### config.mk
export PLATFORM = sky130hd
export DESIGN_NAME = img_rsz_blk_acc_flat
export DESIGN_NICKNAME = d
export VERILOG_FILES = /design/src/rtl/img_rsz_blk_acc_pkg.sv /design/src/rtl/img_rsz_blk_acc_if.sv /design/src/rtl/img_rsz_blk_acc_acc_row.sv /design/src/rtl/img_rsz_blk_acc.sv /design/src/flat_wrapper.sv
export SDC_FILE = /design/constraint.sdc
export NUM_CORES = 1
export LEC_CHECK = 0
export ABC_AREA = 1
export CAP_MARGIN = 20
export CORE_MARGIN = 5
export CORE_UTILIZATION = 40
export DETAILED_ROUTE_END_ITERATION = 8
export PLACE_DENSITY = 0.71
export REMOVE_ABC_BUFFERS = 1
export SLEW_MARGIN = 0
export SYNTH_ARGS = -nofsm -noshare
export SYNTH_HDL_FRONTEND = slang
export SYNTH_SLANG_ARGS = --single-unit
### constraint.sdc
create_clock -name Clk -period 3.77 [get_ports Clk]
set_input_delay 0.377 -clock Clk [delete_from_list [all_inputs] [get_ports Clk]]
set_output_delay 0.377 -clock Clk [all_outputs]
set_load 0.05 [all_outputs]
### src/rtl/img_rsz_blk_acc_pkg.sv
// Shared types and sizing for the image resizer block-gather stage.
package img_rsz_blk_acc_pkg;

  // Resized image geometry (one accumulator per resized column).
  localparam int RSZ_IMG_WIDTH_SIZE  = 2;
  localparam int RSZ_IMG_HEIGHT_SIZE = 2;

  // Pixel format.
  localparam int PXL_PRIM_COLOR_NUM = 3;
  localparam int PXL_PRIM_COLOR_W   = 8;

  // Largest block the resizer supports, and the widths that carry block sizes.
  localparam int BLK_WIDTH_MAX_SZ    = 4;
  localparam int BLK_HEIGHT_MAX_SZ   = 4;
  localparam int BLK_WIDTH_MAX_SZ_W  = $clog2(BLK_WIDTH_MAX_SZ + 1);
  localparam int BLK_HEIGHT_MAX_SZ_W = $clog2(BLK_HEIGHT_MAX_SZ + 1);

  // n * (2^w - 1) < 2^(w + clog2(n)), so the largest block sum never wraps.
  localparam int BLK_SUM_MAX_W = PXL_PRIM_COLOR_W + $clog2(BLK_WIDTH_MAX_SZ * BLK_HEIGHT_MAX_SZ);

  // Counter width that stays legal for a single-entry range.
  function automatic int cnt_w(input int n);
    return (n > 1) ? $clog2(n) : 1;
  endfunction

  localparam int BLK_X_W = cnt_w(RSZ_IMG_WIDTH_SIZE);
  localparam int BLK_Y_W = cnt_w(RSZ_IMG_HEIGHT_SIZE);

  typedef logic [PXL_PRIM_COLOR_NUM-1:0][PXL_PRIM_COLOR_W-1:0] FcPxl_t;
  typedef logic [PXL_PRIM_COLOR_NUM-1:0][BLK_SUM_MAX_W-1:0]    FcBlkVal_t;

  // Frame sequencing states, shared with the compute engine.
  typedef enum logic [1:0] {
    ST_IDLE  = 2'd0,
    ST_RUN   = 2'd1,
    ST_FLUSH = 2'd2
  } BlkAccSt_t;

endpackage

### src/rtl/img_rsz_blk_acc_if.sv
// CompBlk handshake between the block-gather stage (master) and the compute engine (slave).
interface img_rsz_blk_acc_if;
  import img_rsz_blk_acc_pkg::*;

  FcBlkVal_t                      CompBlkData;
  logic [RSZ_IMG_WIDTH_SIZE-1:0]  CompBlkXMsk;
  logic [RSZ_IMG_HEIGHT_SIZE-1:0] CompBlkYMsk;
  logic                           CompBlkVld;
  logic                           CompBlkRdy;

  modport master (
    output CompBlkData,
    output CompBlkXMsk,
    output CompBlkYMsk,
    output CompBlkVld,
    input  CompBlkRdy
  );

  modport slave (
    input  CompBlkData,
    input  CompBlkXMsk,
    input  CompBlkYMsk,
    input  CompBlkVld,
    output CompBlkRdy
  );

endinterface

### src/rtl/img_rsz_blk_acc_acc_row.sv
// One running per-colour accumulator per resized column. The addressed entry is
// read, optionally cleared (first pixel of a block), summed with the pixel and
// written back in the same cycle; the summed value is also exported so the
// parent can capture a finished block without waiting for the write-back.
module img_rsz_acc_row
  import img_rsz_blk_acc_pkg::*;
(
  input  logic               clk,
  input  logic [BLK_X_W-1:0] idx,
  input  logic               wr_en,
  input  logic               load,
  input  FcPxl_t             pxl,
  output FcBlkVal_t          sum
);

  for (genvar gi = 0; gi < PXL_PRIM_COLOR_NUM; gi++) begin : g_color
    // Contents are never reset: every block starts with a load.
    logic [BLK_SUM_MAX_W-1:0] acc_mem [RSZ_IMG_WIDTH_SIZE];
    logic [BLK_SUM_MAX_W-1:0] base;

    assign base    = load ? '0 : acc_mem[idx];
    assign sum[gi] = base + BLK_SUM_MAX_W'(pxl[gi]);

    // Write back the updated running sum for the addressed column.
    always_ff @(posedge clk) begin
      if (wr_en) begin
        acc_mem[idx] <= sum[gi];
      end
    end
  end

endmodule

### src/rtl/img_rsz_blk_acc.sv
// Block-gather stage: sums raster-order pixels over BlkSzHor x BlkSzVer blocks
// and hands each finished block to the compute engine over CompBlk.
module img_rsz_blk_acc
  import img_rsz_blk_acc_pkg::*;
(
  input  logic                           Clk,
  input  logic                           Reset,
  input  logic [BLK_WIDTH_MAX_SZ_W-1:0]  BlkSzHor,
  input  logic [BLK_HEIGHT_MAX_SZ_W-1:0] BlkSzVer,
  input  FcPxl_t                         PxlData,
  input  logic                           PxlVld,
  output logic                           PxlRdy,
  output logic                           IsFstPxl,
  output logic                           PxlCap,
  img_rsz_blk_acc_if.master              CompBlk,
  output logic                           FrmDone
);

  localparam logic [BLK_X_W-1:0] BLK_X_LAST = BLK_X_W'(RSZ_IMG_WIDTH_SIZE - 1);
  localparam logic [BLK_Y_W-1:0] BLK_Y_LAST = BLK_Y_W'(RSZ_IMG_HEIGHT_SIZE - 1);

  BlkAccSt_t                      st_reg;
  logic [BLK_WIDTH_MAX_SZ_W-1:0]  pxl_x_reg;
  logic [BLK_X_W-1:0]             blk_x_reg;
  logic [BLK_HEIGHT_MAX_SZ_W-1:0] line_y_reg;
  logic [BLK_Y_W-1:0]             blk_y_reg;

  FcBlkVal_t                      data_reg;
  logic [RSZ_IMG_WIDTH_SIZE-1:0]  xmsk_reg;
  logic [RSZ_IMG_HEIGHT_SIZE-1:0] ymsk_reg;
  logic                           vld_reg;
  logic                           frm_done_reg;

  logic      pxl_cap;
  logic      accept;
  logic      pxl_x_last;
  logic      line_y_last;
  logic      blk_x_last;
  logic      blk_y_last;
  logic      blk_first;
  logic      blk_last;
  logic      frm_last;
  FcBlkVal_t blk_sum;

  assign pxl_x_last  = (pxl_x_reg == BlkSzHor - BLK_WIDTH_MAX_SZ_W'(1));
  assign line_y_last = (line_y_reg == BlkSzVer - BLK_HEIGHT_MAX_SZ_W'(1));
  assign blk_x_last  = (blk_x_reg == BLK_X_LAST);
  assign blk_y_last  = (blk_y_reg == BLK_Y_LAST);
  assign blk_first   = (pxl_x_reg == '0) && (line_y_reg == '0);
  assign blk_last    = pxl_x_last && line_y_last;
  assign frm_last    = blk_last && blk_x_last && blk_y_last;

  // A held block stalls the source; an accept in this cycle frees the slot at once.
  assign PxlRdy   = ~(vld_reg & ~CompBlk.CompBlkRdy) & (st_reg != ST_FLUSH);
  assign pxl_cap  = PxlVld & PxlRdy;
  assign PxlCap   = pxl_cap;
  assign IsFstPxl = (st_reg == ST_IDLE);
  assign accept   = vld_reg & CompBlk.CompBlkRdy;

  assign CompBlk.CompBlkData = data_reg;
  assign CompBlk.CompBlkXMsk = xmsk_reg;
  assign CompBlk.CompBlkYMsk = ymsk_reg;
  assign CompBlk.CompBlkVld  = vld_reg;
  assign FrmDone             = frm_done_reg;

  img_rsz_acc_row u_acc_row (
    .clk   (Clk),
    .idx   (blk_x_reg),
    .wr_en (pxl_cap),
    .load  (blk_first),
    .pxl   (PxlData),
    .sum   (blk_sum)
  );

  // Raster position counters: pixel-in-block, block column, line-in-block, block row.
  always_ff @(posedge Clk) begin
    if (!Reset) begin
      pxl_x_reg  <= '0;
      blk_x_reg  <= '0;
      line_y_reg <= '0;
      blk_y_reg  <= '0;
    end else if ((st_reg == ST_FLUSH) && accept) begin
      pxl_x_reg  <= '0;
      blk_x_reg  <= '0;
      line_y_reg <= '0;
      blk_y_reg  <= '0;
    end else if (pxl_cap) begin
      if (!pxl_x_last) begin
        pxl_x_reg <= pxl_x_reg + BLK_WIDTH_MAX_SZ_W'(1);
      end else begin
        pxl_x_reg <= '0;
        if (!blk_x_last) begin
          blk_x_reg <= blk_x_reg + BLK_X_W'(1);
        end else begin
          blk_x_reg <= '0;
          if (!line_y_last) begin
            line_y_reg <= line_y_reg + BLK_HEIGHT_MAX_SZ_W'(1);
          end else begin
            line_y_reg <= '0;
            blk_y_reg  <= blk_y_last ? '0 : blk_y_reg + BLK_Y_W'(1);
          end
        end
      end
    end
  end

  // Output register: a new block-last capture overrides a same-cycle accept.
  always_ff @(posedge Clk) begin
    if (!Reset) begin
      data_reg <= '0;
      xmsk_reg <= '0;
      ymsk_reg <= '0;
      vld_reg  <= 1'b0;
    end else begin
      if (accept) begin
        vld_reg <= 1'b0;
      end
      if (pxl_cap && blk_last) begin
        data_reg <= blk_sum;
        xmsk_reg <= RSZ_IMG_WIDTH_SIZE'(1) << blk_x_reg;
        ymsk_reg <= RSZ_IMG_HEIGHT_SIZE'(1) << blk_y_reg;
        vld_reg  <= 1'b1;
      end
    end
  end

  // Frame sequencer; FrmDone pulses the cycle after the final block is accepted.
  always_ff @(posedge Clk) begin
    if (!Reset) begin
      st_reg       <= ST_IDLE;
      frm_done_reg <= 1'b0;
    end else begin
      frm_done_reg <= 1'b0;
      case (st_reg)
        ST_IDLE: begin
          // A one-pixel frame finishes on its very first capture.
          if (pxl_cap) begin
            st_reg <= frm_last ? ST_FLUSH : ST_RUN;
          end
        end
        ST_RUN: begin
          if (pxl_cap && frm_last) begin
            st_reg <= ST_FLUSH;
          end
        end
        ST_FLUSH: begin
          if (accept) begin
            frm_done_reg <= 1'b1;
            st_reg       <= ST_IDLE;
          end
        end
        default: st_reg <= ST_IDLE;
      endcase
    end
  end

endmodule

### src/flat_wrapper.sv
// flat-port wrapper written by rule: the top's interface ports become plain ports
module img_rsz_blk_acc_flat import img_rsz_blk_acc_pkg::*;
  (Clk, Reset, BlkSzHor, BlkSzVer, PxlData, PxlVld, PxlRdy, IsFstPxl, PxlCap, FrmDone, CompBlk_CompBlkData, CompBlk_CompBlkXMsk, CompBlk_CompBlkYMsk, CompBlk_CompBlkVld, CompBlk_CompBlkRdy);
  img_rsz_blk_acc_if CompBlk_i ();
  input  logic Clk;
  input  logic Reset;
  input  logic [BLK_WIDTH_MAX_SZ_W-1:0] BlkSzHor;
  input  logic [BLK_HEIGHT_MAX_SZ_W-1:0] BlkSzVer;
  input  FcPxl_t PxlData;
  input  logic PxlVld;
  output logic PxlRdy;
  output logic IsFstPxl;
  output logic PxlCap;
  output logic FrmDone;
  output wire logic [$bits(CompBlk_i.CompBlkData)-1:0] CompBlk_CompBlkData;
  output wire logic [$bits(CompBlk_i.CompBlkXMsk)-1:0] CompBlk_CompBlkXMsk;
  output wire logic [$bits(CompBlk_i.CompBlkYMsk)-1:0] CompBlk_CompBlkYMsk;
  output wire logic [$bits(CompBlk_i.CompBlkVld)-1:0] CompBlk_CompBlkVld;
  input wire logic [$bits(CompBlk_i.CompBlkRdy)-1:0] CompBlk_CompBlkRdy;
  assign CompBlk_CompBlkData = CompBlk_i.CompBlkData;
  assign CompBlk_CompBlkXMsk = CompBlk_i.CompBlkXMsk;
  assign CompBlk_CompBlkYMsk = CompBlk_i.CompBlkYMsk;
  assign CompBlk_CompBlkVld = CompBlk_i.CompBlkVld;
  assign CompBlk_i.CompBlkRdy = CompBlk_CompBlkRdy;
  img_rsz_blk_acc u_core (.Clk(Clk), .Reset(Reset), .BlkSzHor(BlkSzHor), .BlkSzVer(BlkSzVer), .PxlData(PxlData), .PxlVld(PxlVld), .PxlRdy(PxlRdy), .IsFstPxl(IsFstPxl), .PxlCap(PxlCap), .CompBlk(CompBlk_i), .FrmDone(FrmDone));
endmodule
After elaboration in Yosys (flattened, before gate mapping) --
Memories as Yosys holds them, arrays and structs flattened. A register that Yosys moved wholly into a read port is not among the register bits. Index checks and enable logic that the tools add are counted.
Word-level totals: register bits after elaboration 52, RAM bits 72, bits of input ports 34, output and inout port bits 45, logic and storage cells 81, memories kept 3
Memories:
- u_core.u_acc_row.g_color[0].acc_mem | words 2, width 12, read ports 1, clocked after Yosys merged registers in 1, write ports 1, RTL line img_rsz_blk_acc_acc_row.sv:18 | logic [BLK_SUM_MAX_W-1:0] acc_mem [RSZ_IMG_WIDTH_SIZE];
- u_core.u_acc_row.g_color[1].acc_mem | words 2, width 12, read ports 1, clocked after Yosys merged registers in 1, write ports 1, RTL line img_rsz_blk_acc_acc_row.sv:18
- u_core.u_acc_row.g_color[2].acc_mem | words 2, width 12, read ports 1, clocked after Yosys merged registers in 1, write ports 1, RTL line img_rsz_blk_acc_acc_row.sv:18
Operators by class: $add $sub $neg 9, equal/unequal tests 8, shift-type cells 2, mux-type cells 23, bitwise operators 7, reductions and logical operators 17
Operator list (count):
- $add 12x8->12 | 3
- $mux 12 | 3
- $mux 1 | 13
- $mux 2 | 4
- $logic_and 1x1->1 | 7
- $add 3x1->3 const B | 2
- $eq 3x3->1 | 2
- $logic_not 3->1 | 2
- $mux 3 | 2
- $ne 2x1->1 const B | 3
- $pmux 2 s3 | 1
- $reduce_and 3->1 | 2
- $sub 3x1->3 const B | 2
- $and 1x1->1 | 4
- $reduce_and 2->1 | 2
- $reduce_and 4->1 | 1
- $shl 1x1->2 const A | 2
- $not 1->1 | 3
- $add 1x1->1 const B | 2
- $eq 2x1->1 const B | 1
- $eq 2x2->1 const B | 1
- $logic_not 2->1 | 1
- $ne 2x2->1 const B | 1
- $reduce_bool 2->1 | 1
- $reduce_or 2->1 | 1

Logic depth before layout (Yosys ltp) --
word-level depth 8, gate-level depth with buffers 21, depth with buffers taken out 19

Hierarchy --
From an unflattened synthesis, not the netlist that was laid out.
Unflattened totals: cells, all modules 750, area, all modules 6418.7 um2
By module, submodules not included:
- img_rsz_acc_row | times used 1, cells an instance 456, area an instance 4212.8 um2, seq. area each 2162.1 um2
- img_rsz_blk_acc | times used 1, cells an instance 294, area an instance 2205.9 um2, seq. area each 1041.0 um2

Worst setup path before layout --
Ideal clock, no wire load.
path type reg2reg, start point register u_core.line_y_reg[0], end point memory u_core.u_acc_row.g_color[1].acc_mem[0][10] (netlist name), data pin, library setup time 253 ps, arrival time 2782 ps, data required time 3517 ps, setup slack 735 ps, cell stages (with the launch flop) 19, path buffers 2, period minus slack after synthesis 3035 ps, path through dfxtp_1 inv_1 ha_1 nand2_1 inv_1 nand2_1 buf_2 buf_1 nand2_1 inv_1 ha_1 inv_1 fa_1 o21ai_0 nand3_1 nand2_1 nand4_1 nand2_1 inv_1
RTL lines:
- start, declared | RTL line img_rsz_blk_acc.sv:25 | logic [BLK_HEIGHT_MAX_SZ_W-1:0] line_y_reg;
- start signal, assigned | RTL line img_rsz_blk_acc.sv:97 | line_y_reg <= line_y_reg + BLK_HEIGHT_MAX_SZ_W'(1);
- end, declared | RTL line img_rsz_blk_acc_acc_row.sv:18

==> metrics.txt <==
TritonRoute pass-1 iters 5; Synth cell types 27; Gates resized, CTS repair 0; Synth top area share 0.3393; Root Buffer clkbuf_16; mux cell area share after synthesis 0; Reg with most FFs u_core.u_acc_row.g_color.acc_mem; Seq/Total Area, Yosys 0.5058; Clock transition at path regs 0.06 ns; vias in the first global route 4,993; Die Y 136.2 um; CP delay by family, top simple AND/OR/NAND/NOR gates; starting density of the core 0.4041; Syn Inst Count 786; IO Count 79; die area 18,550 um2; Setup violations, final 0; Worst VDD drop 0.3675 mV; status finished, final reports clean; worst hold slack 0.4646 ns; Synth Area in Simple Gates 0.2545; Leak Pwr 0.003789 uW; largest net degree at the start of global routing 37; Max Cap Viol 0; Hold Violations, Final 0; CP bufs+invs 5; Synth area leader edfxtp_1; RSZ-0062 raised after global routing no; diode count 0; flops & latches, synth 125; Port Buffers 78; Critical Path Fanout Max 11; Max Root-Sink Buffers 2; layout cells sized above 1 0.06095; Tmin final 3.058 ns; area grow syn2layout 26.02%; Worst Hold Class reg -> reg; clock tree from TritonCTS yes; period utilisation layout 0.8112; Synth Area in Compound Gates 0.06440; fill count 1,508; synth top area cells edfxtp_1, dfxtp_1, nand2_1, ha_1, inv_1; Synth Area in XOR/XNOR 0.03161; multi-input logic area 2684 um2; max incr delay on CP 0.38 ns; Worst Path Class, Setup reg -> reg; Nets 940; Routed Antenna Nets 0; Slowest cell on crit path dfxtp_1; Post-route DRC 0; die width 136.2 um; Final TNS setup 0 ns; placed cell areas 7420 um2; grt total ovfl 0; core region area 15,770 um2; worst skew pair latency 0.43 ns; Slew @ Worst Pin 0.7808 ns; Rel. slew slack 0.4779; max frequency 327.0 MHz; WP data arrival 3.42 ns; vias per inst 4.664; Sink Count 125; Worst setup SP type flip-flop; fin area 8030 um2; max reg flops 72; WL final 14,750 um; TritonCTS Buffers 17; hpwl dp 9921 um; Layout Utilization 0.5092; Mapped Area 6372 um2; hold buffer count at CTS 0; CTS H-tree depth 4; Max Clock Skew 0.008670 ns; Setup Buffers After CTS 0; first-pass GRT wire length 23,970 um; main combinational cell family by area after synthesis simple AND/OR/NAND/NOR gates; DRT iter0 DRCs 424; syn_area_per_cell 8.107 um2; max-slew violation count 0; Cell Pwr Density 519.6 nW/um2; Site Rows 46; Vias 5,140; Avg WL per Cell 13.38 um; worst path cell trace inv_2 -> ha_1 -> nand2_1 -> inv_1 -> nand2_1 -> buf_4 -> nand2_1 -> inv_1 -> ha_1 -> inv_1 -> fa_1 -> nand3b_1 -> nand2_1 -> nand2_1 -> a21oi_1 -> xor2_1 -> nor2_1 -> nor2_1; GP Congestion 0.8593; fraction of the mapped netlist area in adder cells 0.06833; register area 3223 um2; synth warn 0; CP endpoint kind flip-flop; most used cell, CP nand2_1; WP data required 4.13 ns; initial antenna violation count 0; Tot GR Track Use 0.1665
cells in the final DEF, fill, tap and decap left out, types with 2 or more instances in the layout:
cell type and n:
inv_1 95, clkinv_2 2, nor3_1 2, clkbuf_8 3
edfxtp_1 72, nand4_1 3, nand2_1 277, clkdlybuf4s50_1 78
o21a_1 2, ha_1 30, dfxtp_1 53, nand3_1 25
nand3_4 2, bufinv_16 3, o21ai_1 13, nand3b_1 5
clkinvlp_4 4, fa_1 3, a21oi_1 40, inv_2 6
buf_4 11, xnor2_1 6, a31oi_1 4, xor2_1 17
o21ai_0 21, nor2_4 2, clkbuf_16 17, nor2_1 84
routing by layer:
metal	track usage	wire, um	vias to the layer above	part of all wire
met2	0.2664	6757	111	0.46
li1	-	-	2674	-
met1	0.2151	6850	2332	0.46
met4	0.06551	235	0	0.016
met5	0	0	-	0
met3	0.04478	905	23	0.061
where the power goes:
group	switching [uW]	internal, uW	total [uW]
combinational	548	288	835
sequential	36.4	1630	1670
clock	586	1090	1670
total	1170	3000	4170
Yosys cell counts:
cell type    n
nand2_1    277
inv_1       95
nor2_1      86
edfxtp_1    72
dfxtp_1     53
a21oi_1     40
ha_1        30
nand3_1     25
o21ai_0     21
xor2_1      17
o21ai_1     13
clkbuf_1     8
buf_2        6
inv_2        6
xnor2_1      6
nand3b_1     5
a31oi_1      4
buf_4        4
buf_1        3
fa_1         3
nand4_1      3
nand3_4      2
nor3_1       2
o21a_1       2
nand2_2      1
nor2_2       1
nor2_8       1
layout make-up:
class	count	share of cell area
multi-input cells	539	0.3342
well taps	216	0.03366
inverters	101	0.04721
clock buffers	21	0.05859
clock inverters	11	0.01745
repair buffers	89	0.1075
flip-flops and latches	125	0.4014
kinds of logic after synthesis:
logic type | after synthesis
flip-flops | 125
buffers and inverters | 122
XOR/XNOR | 23
AND/OR/NAND/NOR | 403
adder cells (fa/ha/maj) | 33
AO/OA/AOI/OAI | 80
metrics by stage:
stage                     worst slack [ns]  power, uW  cells
after global routing                0.4222       4376   1102
after floorplan                     0.7649       2272    765
final                               0.7119       4172   1102
after CTS                           0.7100       4199   1102
after global placement              0.8384       2504   1070
after detailed placement            0.7251       2519   1070
final timing paths:
check / from / slack (ns) / cells past startpoint / endpoint
max: u_core.pxl_x_reg[0] / 0.71 / 18 / u_core.CompBlk.CompBlkData[6]
max reg2reg: u_core.pxl_x_reg[0] / 0.71 / 18 / u_core.CompBlk.CompBlkData[6]
min: u_core.CompBlk.CompBlkData[26] / 0.46 / 2 / u_core.CompBlk.CompBlkData[26]
min reg2reg: u_core.CompBlk.CompBlkData[26] / 0.46 / 2 / u_core.CompBlk.CompBlkData[26]
worst register-to-register path, cell delays in order (launching register included):
cell and delay, ns:
dfxtp_1 0.38, inv_2 0.06, ha_1 0.21, nand2_1 0.07, inv_1 0.03, nand2_1 0.30, buf_4 0.26, nand2_1 0.06
inv_1 0.05, ha_1 0.15, inv_1 0.05, fa_1 0.38, nand3b_1 0.17, nand2_1 0.15, nand2_1 0.07, a21oi_1 0.19
xor2_1 0.26, nor2_1 0.06, nor2_1 0.09
(Power assumes the default switching activity.)
